File: src/rtl/mat_buf_seq_pkg.sv
// Shared types for the matrix buffer sequencer.
// Only the FSM state enum lives here; sizes are derived locally from DIM.
package mat_buf_seq_pkg;

    typedef enum logic [1:0] {
        IDLE = 2'd0,
        LOAD = 2'd1,
        READ = 2'd2,
        DONE = 2'd3
    } state_t;

endpackage

File: src/rtl/mat_buf_seq_rc_counter.sv
// DIM-modulo row/column index pair for walking a DIM x DIM matrix.
// Column is the fast index; last flags the final (DIM-1, DIM-1) position.
module mat_buf_seq_rc_counter #(
    parameter int DIM = 4,
    parameter int CW  = $clog2(DIM)
) (
    input  logic          clk,
    input  logic          rst,
    input  logic          clr,
    input  logic          en,
    output logic [CW-1:0] row,
    output logic [CW-1:0] col,
    output logic          last
);

    localparam logic [CW-1:0] MAX_IDX = CW'(DIM - 1);

    logic [CW-1:0] row_r;
    logic [CW-1:0] col_r;
    logic          col_end_s;
    logic          row_end_s;

    assign col_end_s = (col_r == MAX_IDX);
    assign row_end_s = (row_r == MAX_IDX);
    assign row       = row_r;
    assign col       = col_r;
    assign last      = col_end_s & row_end_s;

    // Index registers: clear wins over enable, column carries into row.
    always_ff @(posedge clk or posedge rst) begin
        if (rst) begin
            row_r <= {CW{1'b0}};
            col_r <= {CW{1'b0}};
        end else if (clr) begin
            row_r <= {CW{1'b0}};
            col_r <= {CW{1'b0}};
        end else if (en) begin
            if (col_end_s) begin
                col_r <= {CW{1'b0}};
                row_r <= row_end_s ? {CW{1'b0}} : row_r + {{(CW-1){1'b0}}, 1'b1};
            end else begin
                col_r <= col_r + {{(CW-1){1'b0}}, 1'b1};
                row_r <= row_r;
            end
        end else begin
            row_r <= row_r;
            col_r <= col_r;
        end
    end

endmodule

File: src/rtl/mat_buf_seq.sv
// Matrix buffer sequencer: loads a DIM x DIM matrix row-major into an external
// memory, then streams it back row-major or transposed (column-major).
module mat_buf_seq
    import mat_buf_seq_pkg::*;
#(
    parameter int DATA_SIZE = 8,
    parameter int DIM       = 4,
    parameter int AW        = $clog2(DIM * DIM)
) (
    input  logic                 clk,
    input  logic                 rst,
    input  logic                 start_i,
    input  logic                 transpose_i,
    input  logic [DATA_SIZE-1:0] in_data_i,
    input  logic                 in_valid_i,
    output logic                 in_ready_o,
    output logic [AW-1:0]        w_addr_o,
    output logic [DATA_SIZE-1:0] w_data_o,
    output logic                 w_en_o,
    output logic [AW-1:0]        r_addr_o,
    input  logic [DATA_SIZE-1:0] r_data_i,
    output logic [DATA_SIZE-1:0] out_data_o,
    output logic                 out_valid_o,
    input  logic                 out_ready_i,
    output logic                 out_last_o,
    output logic                 busy_o,
    output logic                 done_o
);

    localparam int            DEPTH  = DIM * DIM;
    localparam int            CW     = $clog2(DIM);
    localparam logic [AW-1:0] LAST_A = AW'(DEPTH - 1);
    localparam logic [AW-1:0] DIM_A  = AW'(DIM);

    state_t        state_r;
    state_t        state_nxt_s;
    logic [AW-1:0] wcnt_r;
    logic          transpose_r;
    logic          start_acc_s;
    logic          load_beat_s;
    logic          rd_hs_s;
    logic [CW-1:0] row_s;
    logic [CW-1:0] col_s;
    logic          rc_last_s;
    logic [AW-1:0] row_ext_s;
    logic [AW-1:0] col_ext_s;

    assign start_acc_s = (state_r == IDLE) & start_i;
    assign load_beat_s = (state_r == LOAD) & in_valid_i;
    assign rd_hs_s     = (state_r == READ) & out_ready_i;

    mat_buf_seq_rc_counter #(
        .DIM (DIM),
        .CW  (CW)
    ) u_rc (
        .clk  (clk),
        .rst  (rst),
        .clr  (start_acc_s),
        .en   (rd_hs_s),
        .row  (row_s),
        .col  (col_s),
        .last (rc_last_s)
    );

    assign row_ext_s = AW'(row_s);
    assign col_ext_s = AW'(col_s);

    // FSM state register.
    always_ff @(posedge clk or posedge rst) begin
        if (rst) begin
            state_r <= IDLE;
        end else begin
            state_r <= state_nxt_s;
        end
    end

    // Next-state decode; start is only looked at while idle.
    always_comb begin
        state_nxt_s = state_r;
        case (state_r)
            IDLE: begin
                if (start_i) state_nxt_s = LOAD;
                else         state_nxt_s = IDLE;
            end
            LOAD: begin
                if (in_valid_i && (wcnt_r == LAST_A)) state_nxt_s = READ;
                else                                  state_nxt_s = LOAD;
            end
            READ: begin
                if (out_ready_i && rc_last_s) state_nxt_s = DONE;
                else                          state_nxt_s = READ;
            end
            DONE:    state_nxt_s = IDLE;
            default: state_nxt_s = IDLE;
        endcase
    end

    // Write pointer, wrapping after the final element of a load.
    always_ff @(posedge clk or posedge rst) begin
        if (rst) begin
            wcnt_r <= {AW{1'b0}};
        end else if (start_acc_s) begin
            wcnt_r <= {AW{1'b0}};
        end else if (load_beat_s) begin
            wcnt_r <= (wcnt_r == LAST_A) ? {AW{1'b0}} : wcnt_r + {{(AW-1){1'b0}}, 1'b1};
        end else begin
            wcnt_r <= wcnt_r;
        end
    end

    // Read order is fixed for the whole cycle once start is accepted.
    always_ff @(posedge clk or posedge rst) begin
        if (rst) begin
            transpose_r <= 1'b0;
        end else if (start_acc_s) begin
            transpose_r <= transpose_i;
        end else begin
            transpose_r <= transpose_r;
        end
    end

    assign in_ready_o  = (state_r == LOAD);
    assign w_en_o      = load_beat_s;
    assign w_addr_o    = wcnt_r;
    assign w_data_o    = in_data_i;
    assign out_valid_o = (state_r == READ);
    assign out_last_o  = (state_r == READ) & rc_last_s;
    assign out_data_o  = r_data_i;
    assign busy_o      = (state_r == LOAD) | (state_r == READ);
    assign done_o      = (state_r == DONE);
    // Transposed read swaps the roles of row and column in the row-major address.
    assign r_addr_o    = transpose_r ? (col_ext_s * DIM_A + row_ext_s)
                                     : (row_ext_s * DIM_A + col_ext_s);

endmodule

File: config.mk
export PLATFORM = sky130hd
export DESIGN_NAME = mat_buf_seq
export DESIGN_NICKNAME = d
export VERILOG_FILES = /design/src/rtl/mat_buf_seq_pkg.sv /design/src/rtl/mat_buf_seq_rc_counter.sv /design/src/rtl/mat_buf_seq.sv
export SDC_FILE = /design/constraint.sdc
export NUM_CORES = 1
export LEC_CHECK = 0
export CAP_MARGIN = 20
export CORE_MARGIN = 2
export CORE_UTILIZATION = 36
export DETAILED_ROUTE_END_ITERATION = 7
export GPL_TIMING_DRIVEN = 0
export PLACE_DENSITY = 0.8
export SYNTH_ARGS = -nofsm -noshare
export SYNTH_HDL_FRONTEND = slang
export SYNTH_HIERARCHICAL = 1
export SYNTH_SLANG_ARGS = --single-unit
File: constraint.sdc
create_clock -name clk -period 2.11 [get_ports clk]
set_input_delay 0.5275 -clock clk [delete_from_list [all_inputs] [get_ports clk]]
set_output_delay 0.5275 -clock clk [all_outputs]
set_load 0.01 [all_outputs]
## After elaboration in Yosys (flattened, before gate mapping)

Index checks and enable logic that the tools add are counted.

- Register bits: 11
- Bits of input ports: 22
- Output and inout bits: 30
- Logic and storage cells: 44

- Add/subtract/negate cells: 5
- Equality and inequality tests: 6
- Mux-type cells: 15
- Bitwise operators: 6
- Reduce and logical (&&, ||, !) cells: 7

Operators by type and width:

| operator | count |
|---|---|
| 2-bit 2-to-1 mux | 8 |
| 4-bit 2-to-1 mux | 4 |
| 4-bit by 2-bit adder with 4-bit output | 2 |
| 2-bit equality test, second input constant | 4 |
| 2-bit case mux with 4 select lines | 1 |
| 2-bit nonzero test | 3 |
| 1-bit AND | 5 |
| 2-bit by 1-bit adder with 2-bit output, second input constant | 2 |
| 4-bit by 1-bit adder with 4-bit output, second input constant | 1 |
| 4-bit equality test, second input constant | 1 |
| 2-bit by 1-bit equality test with 1-bit output, second input constant | 1 |
| 1-bit logical AND | 2 |
| 2-bit zero test | 1 |
| 1-bit 2-to-1 mux | 2 |
| 2-bit AND reduction | 1 |
| 1-bit OR | 1 |

## Longest topological paths before layout

- Depth in word-level cells: 5
- Gate-level depth with buffers: 6
- Depth with buffers taken out: 5

## Hierarchy

The synthesis kept the hierarchy.

Modules (own cells, without submodules):

| module | times used | cells an instance | area each (um^2) | seq. area each (um^2) |
|---|---|---|---|---|
| mat_buf_seq | 1 | 65 | 590.6 | 175.2 |
| mat_buf_seq_rc_counter | 1 | 20 | 217.7 | 100.1 |

## Worst setup path before layout

No wires, ideal clock.

- Path type: register to output
- Start: register with a tool-made name
- End: output w_en_o
- Arrival time: 1.008 ns
- Data required time: 1.582 ns
- Slack: 0.574 ns
- Cell stages (with the launch flop): 5
- Path buffers: 0
- Cells stage by stage: dfrtp_1 inv_1 ha_1 nand2_1 inv_1

RTL lines:

| what | RTL line | text |
|---|---|---|
| end, declared | mat_buf_seq.sv:19 | `output logic w_en_o,` |

## Worst setup path in the final report

- Start: register state_r[0]
- End: output busy_o

- Longest elaborated chain between the ends: 2
- Elaborated cells between the ends (all ways): 3
- Classes of those cells: eq/ne: 2; bitwise: 1

RTL lines:

| what | RTL line | text |
|---|---|---|
| start, declared | mat_buf_seq.sv:35 | `state_t state_r;` |
| start signal, assigned | mat_buf_seq.sv:73 | `state_r <= state_nxt_s;` |
| 2-bit by 1-bit equality test with 1-bit output or 2-bit equality test (tied branches) | mat_buf_seq.sv:129 | `assign busy_o = (state_r == LOAD) \| (state_r == READ);` |
| 1-bit OR (*) | mat_buf_seq.sv:129 |  |
| end, declared | mat_buf_seq.sv:26 | `output logic busy_o,` |

Every way passes the cells marked *; elsewhere a longest branch is shown, timed or not.

==> qor.yml <==
run_status:
  status: "finished, final reports clean"
placement:
  post-dp-hpwl_um: 1370
  place_area_um2: 1190
  portBuffers: 35
  dpl.cell_count: 148
  globalplace.congestion: 0.690
sta:
  hold_violations: 0
  worst_pin_slew_ps: 499
  hold_ws_ps: 511
  slew_viol_final: 0
  rsz0062_at_grt: "no"
  setup_viol: 0
  max_freq_mhz: 488
  min_period_ps: 2050
  slew_headroom_pct: 66.7
  timing.final.crit_share_pct: 97.2
  finClkSkew_ps: 3.01
layout:
  fillers: 185
  stdcell_count: 162
  layout_commonest_cell: "clkdlybuf4s50_1"
  design_area_um2: 1330
  antennaDiodeCount: 0
  final_cell_mix: "clkdlybuf4s50_1 (28), buf_4 (26), dfrtp_1 (9)"
  layout-drive-gt1-share_pct: 32.8
  nets: 165
  area_growth_pct: 63.9
  post-route-util_pct: 61.1
worst_setup_path:
  ff2ff_path_depth: 6
  cp_max_fo: 3
  worstPathArrival_ps: 1520
  critical_path_class: "reg -> out"
  timing.rr.end: "u_rc/row[0]$_DFFE_PP0P_"
  path_cells: "inv_2 -> ha_1 -> clkdlybuf4s50_1"
  crit_path_top_delay_cell: "clkdlybuf4s50_1"
  ff2ff_setup_slack_ps: 460
  cp-startpoint: "state_r[0]$_DFF_PP0_"
  start_kind: "flip-flop"
  end_kind: "output port"
  max_stage_delay_ps: 530
  reg2reg_from: "state_r[0]$_DFF_PP0_"
  required_ps: 1580
pwr:
  p_per_area_nw_per_um2: 692
  power.total_mw: 0.917
  leakagePower_nw: 0.679
  vdd_ir_drop_max_mv: 0.332
synth:
  yosys.area_share.xor_xnor_pct: 1.08
  synth.avg_cell_area_um2: 9.51
  synthSimpleGateAreaFrac_pct: 15.9
  synth_adder_area_share_pct: 12.4
  synthCells: 85
  ys_seq_elements: 11
  synth_warnings: 6
  synth_compound_area_share_pct: 9.29
  netlist_area_um2: 808
  synth_top_cell_area_share_pct: 34.1
  yosysSeqAreaShare_pct: 34.1
  synth.area.top_cells: "dfrtp_1 (34%), buf_4 (15%), ha_1 (12%)"
  yosysTopAreaCell: "dfrtp_1"
  synth.distinct_cells: 24
  muxShareOfSynthArea_pct: 9.60
  syn_nets: 115
  synth_top_family_by_area: "buffers and inverters"
route:
  vias: 783
  drt_iter0_drc: 10
  antenna_left: 0
  firstDrtPassIters: 4
  drt-total-wl_um: 1940
  wire_per_inst_um: 12.0
  drc: 0
  via_per_inst: 4.83
clock_tree:
  cts_hold_buf: 0
  worstSkewPairLatency_ps: 270
  cts_num_sinks: 11
  tritoncts: "yes"
  cts-root-buf: "clkbuf_4"
  cts_buffers: 3
  clk_pin_slew_ps: 70
  clock_path_buffers: 2
  cts.htree.levels: 1
floorplanning:
  io_pins: 52
  die_area_um2: 2640
  rows: 17
  core_area_um2: 2170
  dieWidth_um: 51.4
  initial_core_util_pct: 37.3
  dieHeight_um: 51.4
global_route:
  grt_max_degree: 11
  globalRoute.totalOverflow: 0
  grt_usage_pct: 15.4
  grt_pass1_wl_um: 3040
  grt_pass1_vias: 728
  antenna_found_initial: 0
run:
  max_cap_viol_count: 0
min_path:
  hold_class: "in -> async"
-- cell usage after synthesis, drive strengths merged --
master  number
nand3        5
mux2i        1
nand2        6
nor2         3
xor2         1
clkbuf       1
a311o        1
mux2         6
or3          1
inv          5
o22ai        1
a21bo        1
ha           8
and2         4
buf         16
a21oi        8
nor2b        2
or3b         1
nand2b       1
o21ai        1
dfrtp       11
nand4        1
-- report_power, final --
group          leakage, nW  internal [mW]  switching (mW)  total [mW]
sequential           0.144          0.260          0.0640       0.324
combinational        0.520          0.254           0.191       0.445
clock               0.0150         0.0732          0.0746       0.148
-- worst max path at each step --
stage	endpoint	slack, ps	cells after the start
floorplan	w_en_o	570	4
global placement	w_en_o	-220	4
detailed placement	w_en_o	-250	4
CTS	r_addr_o[0]	0.6	3
global route	out_last_o	10	5
finish	busy_o	60	3
-- per-stage QoR --
stage	TNS, ps	setup slack, ps
CTS	0	0.571
finish	0	59.9
detailed placement	-246	-246
global placement	-223	-223
floorplan	0	574
global route	0	11.4
-- layout make-up --
class / count / area [µm²] / share of cell area, %
inverter: 5 / 18.8 / 1.42
timing repair buffer: 45 / 428 / 32.3
tap: 28 / 35.0 / 2.64
clock buffer: 4 / 26.3 / 1.98
multi-input combinational: 52 / 415 / 31.4
sequential: 11 / 278 / 21.0
buffer: 17 / 124 / 9.35
-- repair_timing --
action                                  4_1_cts  5_1_grt
cloned                                        0        0
resized for setup                            11        4
pin swaps                                     1        0
setup buffers                                 9        1
endpoints found under the setup margin        5        3
endpoints found under the hold margin         0        0
-- sequential cells by signal (all words and copies together) (netlist names), named ones only --
register     cells
state_r          1
w_addr_o         4
u_rc/row         2
transpose_r      1
u_rc/col         2
-- layer usage --
metal	global-route usage, %	part of all wire (%)	wire (µm)	up-vias
met3	1.46	7.3	141	4
met1	16.6	37	713	370
met5	0	0	0	-
met2	28.4	55	1060	40
met4	9.21	1.3	26	0
li1	-	-	-	369
-- critical path, delay by kind of cell (launching register included) --
kind       cells  cell delay (ps)
fa+ha+maj      1              280
buf+inv        2              580
flops          1              390
-- kinds of logic after synthesis --
| group | Yosys count |
|---|---|
| XOR/XNOR | 1 |
| AO/OA/AOI/OAI | 12 |
| adder cells (fa/ha/maj) | 8 |
| multiplexers | 7 |
| buffers and inverters | 22 |
| AND/OR/NAND/NOR | 24 |
| flip-flops | 11 |
Power figures use the tool's default switching activity.
